==> src/rtl/sg_window_scheduler_if.sv <==
// rtl/sg_window_scheduler_if.sv - sample read, window/fit handshake and result write bundle
interface sg_window_scheduler_if #(
  parameter int WINDOW_SIZE = 7,
  parameter int DATA_W      = 32,
  parameter int ADDR_W      = 10
);
  logic                          rd_en;
  logic [ADDR_W-1:0]             rd_addr;
  logic [DATA_W-1:0]             rd_data;
  logic                          win_valid;
  logic                          win_ready;
  logic [WINDOW_SIZE*DATA_W-1:0] win_data;
  logic                          fit_valid;
  logic [DATA_W-1:0]             fit_data;
  logic                          wr_en;
  logic [ADDR_W-1:0]             wr_addr;
  logic [DATA_W-1:0]             wr_data;

  modport master (
    output rd_en, rd_addr, win_valid, win_data, wr_en, wr_addr, wr_data,
    input  rd_data, win_ready, fit_valid, fit_data
  );

  modport slave (
    input  rd_en, rd_addr, win_valid, win_data, wr_en, wr_addr, wr_data,
    output rd_data, win_ready, fit_valid, fit_data
  );
endinterface

==> src/rtl/sg_window_scheduler.sv <==
// rtl/sg_window_scheduler.sv - sliding-window sequencer for the Savitzky-Golay smoothing pass
module sg_window_scheduler #(
  parameter int WINDOW_SIZE = 7,
  parameter int DATA_W      = 32,
  parameter int ADDR_W      = 10
) (
  input  logic                  clk_i,
  input  logic                  rst_i,
  input  logic                  start_i,
  input  logic [ADDR_W:0]       len_i,
  output logic                  busy_o,
  output logic                  done_o,
  output logic                  err_o,
  sg_window_scheduler_if.master bus
);
  localparam int HALF = WINDOW_SIZE / 2;
  localparam int CW   = ADDR_W + 1;
  localparam logic [CW-1:0] HALF_C = CW'(HALF);
  localparam logic [CW-1:0] WIN_C  = CW'(WINDOW_SIZE);
  localparam logic [CW-1:0] ONE_C  = CW'(1);

  typedef enum logic [2:0] {
    S_IDLE, S_FILL, S_ISSUE, S_WAIT_FIT, S_WRITE, S_SHIFT, S_DONE
  } state_e;

  state_e            state_q, state_d;
  logic [CW-1:0]     c_q, c_d;
  logic [CW-1:0]     len_q, len_d;
  logic [CW-1:0]     fill_q, fill_d;
  logic [CW-1:0]     wr_ptr_q, wr_ptr_d;
  logic [CW-1:0]     wr_end_q, wr_end_d;
  logic [DATA_W-1:0] fit_q, fit_d;
  logic              err_q, err_d;
  logic              rd_pend_q;
  logic [DATA_W-1:0] win_q [WINDOW_SIZE];

  logic              rd_en_w;
  logic [ADDR_W-1:0] rd_addr_w;
  logic              win_valid_w;
  logic              wr_en_w;
  logic              first_win;
  logic              last_win;

  // First window pads the low edge, last window pads the high edge.
  assign first_win = (c_q == HALF_C);
  assign last_win  = (c_q == (len_q - HALF_C - ONE_C));

  // Control and datapath registers; a mid-pass reset drops everything back to IDLE.
  always_ff @(posedge clk_i) begin
    if (rst_i) begin
      state_q   <= S_IDLE;
      c_q       <= '0;
      len_q     <= '0;
      fill_q    <= '0;
      wr_ptr_q  <= '0;
      wr_end_q  <= '0;
      fit_q     <= '0;
      err_q     <= 1'b0;
      rd_pend_q <= 1'b0;
    end else begin
      state_q   <= state_d;
      c_q       <= c_d;
      len_q     <= len_d;
      fill_q    <= fill_d;
      wr_ptr_q  <= wr_ptr_d;
      wr_end_q  <= wr_end_d;
      fit_q     <= fit_d;
      err_q     <= err_d;
      rd_pend_q <= rd_en_w;
    end
  end

  // Window shift register: read data lands one cycle after the strobe, newest at the top slice.
  always_ff @(posedge clk_i) begin
    if (rst_i) begin
      for (int k = 0; k < WINDOW_SIZE; k++) win_q[k] <= '0;
    end else if (rd_pend_q) begin
      for (int k = 0; k < WINDOW_SIZE - 1; k++) win_q[k] <= win_q[k+1];
      win_q[WINDOW_SIZE-1] <= bus.rd_data;
    end
  end

  // Next-state and output decode for the pass sequencer.
  always_comb begin
    state_d     = state_q;
    c_d         = c_q;
    len_d       = len_q;
    fill_d      = fill_q;
    wr_ptr_d    = wr_ptr_q;
    wr_end_d    = wr_end_q;
    fit_d       = fit_q;
    err_d       = err_q;
    rd_en_w     = 1'b0;
    rd_addr_w   = '0;
    win_valid_w = 1'b0;
    wr_en_w     = 1'b0;
    busy_o      = 1'b0;
    done_o      = 1'b0;
    case (state_q)
      S_IDLE: begin
        if (start_i) begin
          len_d = len_i;
          if (len_i >= WIN_C) begin
            state_d = S_FILL;
            c_d     = HALF_C;
            fill_d  = '0;
            err_d   = 1'b0;
          end else begin
            state_d = S_DONE;
            err_d   = 1'b1;
          end
        end
      end
      S_FILL: begin
        busy_o = 1'b1;
        if (fill_q != WIN_C) begin
          rd_en_w   = 1'b1;
          rd_addr_w = ADDR_W'(fill_q);
          fill_d    = fill_q + ONE_C;
        end else if (rd_pend_q) begin
          state_d = S_ISSUE;
        end
      end
      S_ISSUE: begin
        busy_o      = 1'b1;
        win_valid_w = 1'b1;
        if (bus.win_ready) state_d = S_WAIT_FIT;
      end
      S_WAIT_FIT: begin
        busy_o = 1'b1;
        if (bus.fit_valid) begin
          fit_d    = bus.fit_data;
          wr_ptr_d = first_win ? '0 : c_q;
          wr_end_d = last_win ? (len_q - ONE_C) : c_q;
          state_d  = S_WRITE;
        end
      end
      S_WRITE: begin
        busy_o   = 1'b1;
        wr_en_w  = 1'b1;
        wr_ptr_d = wr_ptr_q + ONE_C;
        if (wr_ptr_q == wr_end_q) state_d = last_win ? S_DONE : S_SHIFT;
      end
      S_SHIFT: begin
        busy_o = 1'b1;
        if (!rd_pend_q) begin
          rd_en_w   = 1'b1;
          rd_addr_w = ADDR_W'(c_q + HALF_C + ONE_C);
          c_d       = c_q + ONE_C;
        end else begin
          state_d = S_ISSUE;
        end
      end
      S_DONE: begin
        done_o  = 1'b1;
        state_d = S_IDLE;
      end
      default: state_d = S_IDLE;
    endcase
  end

  assign err_o         = err_q;
  assign bus.rd_en     = rd_en_w;
  assign bus.rd_addr   = rd_addr_w;
  assign bus.win_valid = win_valid_w;
  assign bus.wr_en     = wr_en_w;
  assign bus.wr_addr   = wr_en_w ? ADDR_W'(wr_ptr_q) : '0;
  assign bus.wr_data   = wr_en_w ? fit_q : '0;

  for (genvar g = 0; g < WINDOW_SIZE; g++) begin : g_win
    assign bus.win_data[g*DATA_W +: DATA_W] = win_q[g];
  end
endmodule

==> src/flat_wrapper.sv <==
// flat-port wrapper written by rule: the top's interface ports become plain ports
module sg_window_scheduler_flat 
#(
  parameter int WINDOW_SIZE = 7,
  parameter int DATA_W      = 32,
  parameter int ADDR_W      = 10
)
  (clk_i, rst_i, start_i, len_i, busy_o, done_o, err_o, bus_rd_en, bus_rd_addr, bus_win_valid, bus_win_data, bus_wr_en, bus_wr_addr, bus_wr_data, bus_rd_data, bus_win_ready, bus_fit_valid, bus_fit_data);
  sg_window_scheduler_if #(.WINDOW_SIZE(WINDOW_SIZE), .DATA_W(DATA_W), .ADDR_W(ADDR_W)) bus_i ();
  input  logic clk_i;
  input  logic rst_i;
  input  logic start_i;
  input  logic [ADDR_W:0] len_i;
  output logic busy_o;
  output logic done_o;
  output logic err_o;
  output wire logic [$bits(bus_i.rd_en)-1:0] bus_rd_en;
  output wire logic [$bits(bus_i.rd_addr)-1:0] bus_rd_addr;
  output wire logic [$bits(bus_i.win_valid)-1:0] bus_win_valid;
  output wire logic [$bits(bus_i.win_data)-1:0] bus_win_data;
  output wire logic [$bits(bus_i.wr_en)-1:0] bus_wr_en;
  output wire logic [$bits(bus_i.wr_addr)-1:0] bus_wr_addr;
  output wire logic [$bits(bus_i.wr_data)-1:0] bus_wr_data;
  input wire logic [$bits(bus_i.rd_data)-1:0] bus_rd_data;
  input wire logic [$bits(bus_i.win_ready)-1:0] bus_win_ready;
  input wire logic [$bits(bus_i.fit_valid)-1:0] bus_fit_valid;
  input wire logic [$bits(bus_i.fit_data)-1:0] bus_fit_data;
  assign bus_rd_en = bus_i.rd_en;
  assign bus_rd_addr = bus_i.rd_addr;
  assign bus_win_valid = bus_i.win_valid;
  assign bus_win_data = bus_i.win_data;
  assign bus_wr_en = bus_i.wr_en;
  assign bus_wr_addr = bus_i.wr_addr;
  assign bus_wr_data = bus_i.wr_data;
  assign bus_i.rd_data = bus_rd_data;
  assign bus_i.win_ready = bus_win_ready;
  assign bus_i.fit_valid = bus_fit_valid;
  assign bus_i.fit_data = bus_fit_data;
  sg_window_scheduler #(.WINDOW_SIZE(WINDOW_SIZE), .DATA_W(DATA_W), .ADDR_W(ADDR_W)) u_core (.clk_i(clk_i), .rst_i(rst_i), .start_i(start_i), .len_i(len_i), .busy_o(busy_o), .done_o(done_o), .err_o(err_o), .bus(bus_i));
endmodule
==> config.mk <==
export PLATFORM = sky130hd
export DESIGN_NAME = sg_window_scheduler_flat
export DESIGN_NICKNAME = d
export VERILOG_FILES = /design/src/rtl/sg_window_scheduler_if.sv /design/src/rtl/sg_window_scheduler.sv /design/src/flat_wrapper.sv
export SDC_FILE = /design/constraint.sdc
export NUM_CORES = 1
export LEC_CHECK = 0
export ABC_CLOCK_PERIOD_IN_PS = 3610
export CAP_MARGIN = 20
export CELL_PAD_IN_SITES_DETAIL_PLACEMENT = 1
export CELL_PAD_IN_SITES_GLOBAL_PLACEMENT = 1
export CORE_ASPECT_RATIO = 0.6
export CORE_MARGIN = 5
export CORE_UTILIZATION = 34
export DETAILED_ROUTE_END_ITERATION = 12
export PLACE_DENSITY = 0.74
export SLEW_MARGIN = 15
export SYNTH_ARGS = -nofsm -noshare
export SYNTH_HDL_FRONTEND = slang
export SYNTH_SLANG_ARGS = --single-unit
==> constraint.sdc <==
create_clock -name clk_i -period 3.61 [get_ports clk_i]
set_input_delay 0.361 -clock clk_i [delete_from_list [all_inputs] [get_ports clk_i]]
set_output_delay 0.361 -clock clk_i [all_outputs]
set_load 0.01 [all_outputs]
==> results of run 1 <==
cells by family after synthesis:
logic type,Yosys count
xor gates and xnor gates,54
AOI/OAI and AO/OA,130
muxes,4
and+or+nand+nor,546
buffers and inverters,92
adders and majority gates,8
DFF,316
placed cells by master, fill, tap and decap left out, drive strengths merged, types with 5 or more instances in the layout:
cell and instances:
inv 16, a31oi 11, o21ai 23, o311ai 5
nor2b 36, nor2 54, xor2 25, clkinv 12
buf 21, o211ai 8, xnor2 29, clkdlybuf4s50 360
ha 8, or3 6, nor3 10, dfxtp 92
nand4 8, edfxtp 224, and3 5, or4 10
nand2 128, and2 238, nor4 11, a21oi 58
nand3 25, clkbuf 44
metrics by stage:
| step | power (W) | hold slack [ns] | worst slack [ns] | instance area, sq um |
|---|---|---|---|---|
| after global placement | 0.007732 | 0.4493 | 0.7730 | 17470 |
| after global routing | 0.01161 | 0.3204 | 0.06388 | 18530 |
| final | 0.01108 | 0.3340 | 0.3125 | 18530 |
| after detailed placement | 0.007817 | 0.4496 | 0.5775 | 17470 |
| after floorplan | 0.006180 | 0.4317 | 0.8573 | 13330 |
| after CTS | 0.01123 | 0.3106 | 0.08411 | 18520 |
sequential cells by signal, indices dropped and copies added, names as in the netlist:
| name | cells |
|---|---|
| u_core.c_q | 11 |
| u_core.state_q | 3 |
| u_core.err_o | 1 |
| u_core.win_q | 224 |
| u_core.wr_end_q | 11 |
| u_core.rd_pend_q | 1 |
| u_core.fit_q | 32 |
| u_core.fill_q | 11 |
| u_core.len_q | 11 |
| u_core.wr_ptr_q | 11 |
worst max-delay path: cells and delay by family, from the launching register on:
kind | cells | cell delay [ns]
buf+inv | 2 | 1.03
flops | 1 | 0.54
simple gates | 3 | 0.83
power by group through the flow:
stage | clock network, W | logic [W] | registers (W)
3_5_place_dp | 0 | 0.00277 | 0.00504
3_3_place_gp | 0 | 0.00273 | 0.00500
2_1_floorplan | 0 | 0.00108 | 0.00510
6_report | 0.00335 | 0.00276 | 0.00497
4_1_cts | 0.00346 | 0.00279 | 0.00497
5_1_grt | 0.00363 | 0.00295 | 0.00504
final cells by class:
class                   count  area, sq um  area share, %
diodes                      1        2.502        0.01351
clock buffers              44        919.6          4.964
clock inverters            15        120.1         0.6483
inverters                  15        60.06         0.3242
multi-input cells         742         4408          23.79
flip-flops and latches    316         8569          46.26
well taps                 522        653.1          3.525
repair buffers            381         3786          20.44
repair inverters            1        7.507        0.04052
repair_timing:
action / in CTS / in global routing
hold endpoints to repair: 0 / 0
resized for setup: 1 / 2
setup buffers: 0 / 0
gates cloned: 0 / 1
setup endpoints to repair: 1 / 41
routing by layer:
| metal | share of wire, % | vias to the layer above | GRT usage [%] |
|---|---|---|---|
| met5 | 0 | - | 0 |
| met1 | 46 | 4771 | 27.54 |
| li1 | - | 4651 | - |
| met2 | 45 | 347 | 30.15 |
| met4 | 2.8 | 0 | 5.775 |
| met3 | 6.8 | 69 | 4.351 |
final timing paths:
check                            startpoint                                 end  cells after the start
min reg2reg    u_core.fit_q[6]$_SDFFE_PP0P_        u_core.fit_q[6]$_SDFFE_PP0P_                      2
max reg2reg    u_core.len_q[2]$_SDFFE_PP0P_     u_core.wr_end_q[5]$_SDFFE_PP0P_                      9
min                                   rst_i  u_core.win_q[0][223]$_SDFFCE_PP0P_                      2
max          u_core.state_q[0]$_SDFFE_PP0P_                      bus_wr_addr[7]                      5
==> out/metrics.csv, run 1 <==
metric,value,unit
ios,362,
switching_share,30.44,%
synth_compound_area_share,6.093,%
clk_latency,0.53,ns
ant_nets,0,
place_congestion,0.8374,
peakVddDrop,0.0002297,V
clkSinkCount,316,
syn_avg_cell_area,11.59,sq um
cts_buffer_depth,3,
crit_required,3.25,ns
portBuffers,361,
core_area,38890,sq um
holdBufCountCts,0,
tns,0,ns
pwr-share-seq,44.8,%
hp-class,primary input to flop,
worst_pin_slew,0.8773,ns
die_h,163.4,microns
path_clk_slew,0.06,ns
powerDensity,598.2,nW/um^2
yosysUniqueCellTypes,60,
vias,9838,
drc_errors,0,
fin_nets,1579,
rrSetupSlack,0.80,ns
n_fill_cell,4110,
worst_ep_arrival_time,2.94,ns
setup_violations,0,
critPathCaptureType,output pin,
status,finished clean,
critPathLaunchType,flop,
synthXorXnorAreaFrac,3.549,%
synth_common_cells,"and2_1 (238), edfxtp_1 (224), nand2_1 (128), dfxtp_1 (92), clkbuf_1 (65)",
rsz0062_at_grt,no,
initial_core_util,34.27,%
drt-pass1-iter-count,5,
clock-skew-final,0.02133,ns
yosysWarnings,0,
routed_wirelength,44.34,mm
grt_pass1_wl,65.14,mm
maxSlewHeadroom,41.39,%
cts_tree,yes,
ys.flop_type,edfxtp_1,
drt_iter0_markers,832,
synth-edff-count,224,
fin_util,47.64,%
synth_top_cell_area_share,50.47,%
yosys.area_share.simple,22.25,%
drive_gt1_share,5.548,%
slowest_delay,0.54,ns
dp_hpwl,32.80,mm
syn_inst,1150,
max-cap-violations,0,
async_flop_share,0,%
die_x,265.6,microns
path_cells,"nor2_1, nand2_1, clkinvlp_4, and2_1, clkdlybuf4s50_1",
critPathSlowestCell,dfxtp_1,
synth_top_family_by_area,simple AND/OR/NAND/NOR gates,
final.min_clock_period,3.298,ns
synthMuxAreaShare,0.3192,%
p_leak,6.674,nW
htree_levels,2,
synth_most_common_cell,and2_1,
period_share,91.34,%
synthTopCellsByArea,"edfxtp_1 (50%), dfxtp_1 (14%), and2_1 (11%)",
vias_per_cell,4.830,
routedWlPerCell,21.77,microns
pwr-share-clk,30.2,%
grt_pass1_vias,10230,
yosys.area.top_type,edfxtp_1,
switching_power,0.003373,W
crit_type,flop to output pin,
final_cells,2037,
ys_seq_area_share,64.29,%
cts_root_buffer,clkbuf_16,
numCtsBuffers,34,
antenna_found_initial,1,
ys_ff_latch,316,
placed_cells,1976,
grt_max_degree,102,
synth_nets,1238,
critPathMaxFanout,22,
die_area,43390,sq um
final-hold-violation-count,0,
max_freq,0.3033,GHz
power.share.combinational,24.9,%
maxSlewViolCount,0,
synth_fa_ha_area_share,0.7510,%
p_int,0.007709,W
grt_overflow,0,
synthToLayoutAreaGrowth,39.01,%
synth_area,13330,sq um
track_usage,19.45,%
rows,56,
Note: power is estimated with default switching activity, not from simulation.
==> run 2, diff against run 1 <==
--- a/config.mk
+++ b/config.mk
@@ -13,7 +13,7 @@
 export CORE_MARGIN = 5
 export CORE_UTILIZATION = 34
 export DETAILED_ROUTE_END_ITERATION = 12
-export PLACE_DENSITY = 0.74
+export PLACE_DENSITY_LB_ADDON = 0.08
 export SLEW_MARGIN = 15
 export SYNTH_ARGS = -nofsm -noshare
 export SYNTH_HDL_FRONTEND = slang
==> out/metrics.csv, run 2 (synthesis gave the netlist of run 1 again) <==
metric,value,unit,change
status,finished clean,,unchanged
layout_common_cells,"clkdlybuf4s50_1 (360), and2_1 (238), edfxtp_1 (224), nand2_1 (128), dfxtp_1 (92)",,"was clkdlybuf4s50_1 (360), and2_1 (238), edfxtp_1 (224), nand2_1 (128), dfxtp_1 (91)"
vias,9654,,was 9838
grt_overflow,0,,unchanged
drt-pass1-iter-count,5,,unchanged
routedWlPerCell,20.30,microns,was 21.77 microns
critPathSlowestCell,clkdlybuf4s50_1,,was dfxtp_1
htree_levels,2,,unchanged
final.min_clock_period,3.047,ns,was 3.298 ns
grt_pass1_vias,9917,,was 10230
slowest_delay,0.58,ns,was 0.54 ns
hp-class,primary input to flop,,unchanged
worst_pin_slew,1.101,ns,was 0.8773 ns
grt_pass1_wl,61.09,mm,was 65.14 mm
cts_resized,0,,was 1
ant_nets,0,,unchanged
fin_nets,1576,,was 1579
p_leak,6.701,nW,was 6.674 nW
clock-skew-final,0.01954,ns,was 0.02133 ns
ios,362,,unchanged
synthToLayoutAreaGrowth,39.42,%,was 39.01%
die_x,265.6,microns,unchanged
worst_ep_arrival_time,2.69,ns,was 2.94 ns
initial_core_util,34.27,%,unchanged
drt_iter0_markers,722,,was 832
critPathLaunchType,flop,,unchanged
dp_slack,0.7678,ns,was 0.5775 ns
clkSinkCount,316,,unchanged
rows,56,,unchanged
setup_violations,0,,unchanged
final_common_cell,clkdlybuf4s50_1,,unchanged
crit_required,3.25,ns,about the same
totalPowerFinal,0.01113,W,was 0.01108 W
n_fill_cell,4090,,was 4110
powerDensity,598.8,nW/um^2,was 598.2 nW/um^2
rrSetupSlack,0.94,ns,was 0.80 ns
cp.depth,5,,unchanged
numCtsBuffers,34,,unchanged
path_clk_slew,0.07,ns,was 0.06 ns
critPathMaxFanout,13,,was 22
peakVddDrop,0.0002493,V,was 0.0002297 V
tns,0,ns,unchanged
max_freq,0.3282,GHz,was 0.3033 GHz
maxSlewViolCount,0,,unchanged
max-cap-violations,0,,unchanged
regMostFlops,u_core.win_q,,unchanged
routed_wirelength,41.34,mm,was 44.34 mm
track_usage,18.22,%,was 19.45%
clk_latency,0.52,ns,was 0.53 ns
path_delay_family,simple AND/OR/NAND/NOR gates,,was buffers and inverters
grt_max_degree,193,,was 102
path_cells,"nor3b_2, o31a_1, nand2_1, o21ai_0, clkdlybuf4s50_1",,"was nor2_1, nand2_1, clkinvlp_4, and2_1, clkdlybuf4s50_1"
worst-path-buf-inv,1,,was 2
crit_type,flop to output pin,,unchanged
dp_hpwl,29.42,mm,was 32.80 mm
hold_path_depth,2,,unchanged
period_share,84.40,%,was 91.34%
place_congestion,0.8626,,was 0.8374
drc_errors,0,,unchanged
core_area,38890,sq um,unchanged
largestRegisters,"u_core.win_q (224), u_core.fit_q (32)",,unchanged
cts_buffer_depth,3,,unchanged
final-hold-violation-count,0,,unchanged
die_h,163.4,microns,unchanged
cts_root_buffer,clkbuf_16,,unchanged
worstRegToRegCells,9,,unchanged
maxSlewHeadroom,26.58,%,was 41.39%
antenna_found_initial,4,,was 1
cts_setup_buffers,0,,unchanged
cts_tree,yes,,unchanged
portBuffers,361,,unchanged
die_area,43390,sq um,unchanged
holdBufCountCts,0,,unchanged
critPathCaptureType,output pin,,unchanged
dpl_cell_area,17460,sq um,was 17470 sq um
vias_per_cell,4.742,,was 4.830
whs,0.1164,ns,was 0.3340 ns
fin_ws,0.5632,ns,was 0.3125 ns
largest_reg_flops,224,,unchanged
drive_gt1_share,5.221,%,was 5.548%
finalInstanceArea,18580,sq um,was 18530 sq um
rsz0062_at_grt,no,,unchanged
-- run 2: changes by cell type in the layout (fill, tap and decap cells not counted), sizes merged --
cell / change
buf: -3
inv: -1
clkbuf: +5
clkinvlp: -1
clkinv: -2
bufinv: +1
-- run 2: final timing paths --
kind / startpoint / endpoint
setup / recovery: u_core.state_q[0]$_SDFFE_PP0P_ / bus_rd_addr[2]
hold reg to reg: u_core.fit_q[24]$_SDFFE_PP0P_ / u_core.fit_q[24]$_SDFFE_PP0P_
setup reg to reg: u_core.len_q[2]$_SDFFE_PP0P_ / u_core.wr_end_q[7]$_SDFFE_PP0P_
hold / removal: rst_i / u_core.len_q[9]$_SDFFE_PP0P_
-- run 2: cell type report --
class	instances	area [sq um]	area share (%)
sequential	316	8568	46.11
multi-input combinational	742	4408	23.72
timing repair buffer	379	3801	20.46
clock buffer	48	954.7	5.138
tap	522	653.1	3.515
clock inverter	13	137.6	0.7407
inverter	15	56.30	0.3030
antenna	1	2.502	0.01347
-- run 2: through the flow --
step,utilization [%],instances
6_report,47.78,2036
5_1_grt,47.78,2036
4_1_cts,47.71,2034
3_5_place_dp,44.90,1973
3_3_place_gp,44.90,1973
2_1_floorplan,-,1150
-- run 2: routing by layer --
layer | GRT usage [%] | wire length (microns) | up-vias
met5 | 0 | 33 | -
met4 | 4.372 | 814 | 6
met3 | 5.239 | 2681 | 52
met2 | 29.52 | 19240 | 268
met1 | 24.42 | 18570 | 4682
li1 | - | - | 4646
-- run 2: power breakdown --
group	leakage, nW	switching, W	internal, W
registers	3.10	0.000355	0.00455
logic	3.07	0.00149	0.00127
clock network	0.533	0.00146	0.00200
total	6.70	0.00330	0.00782
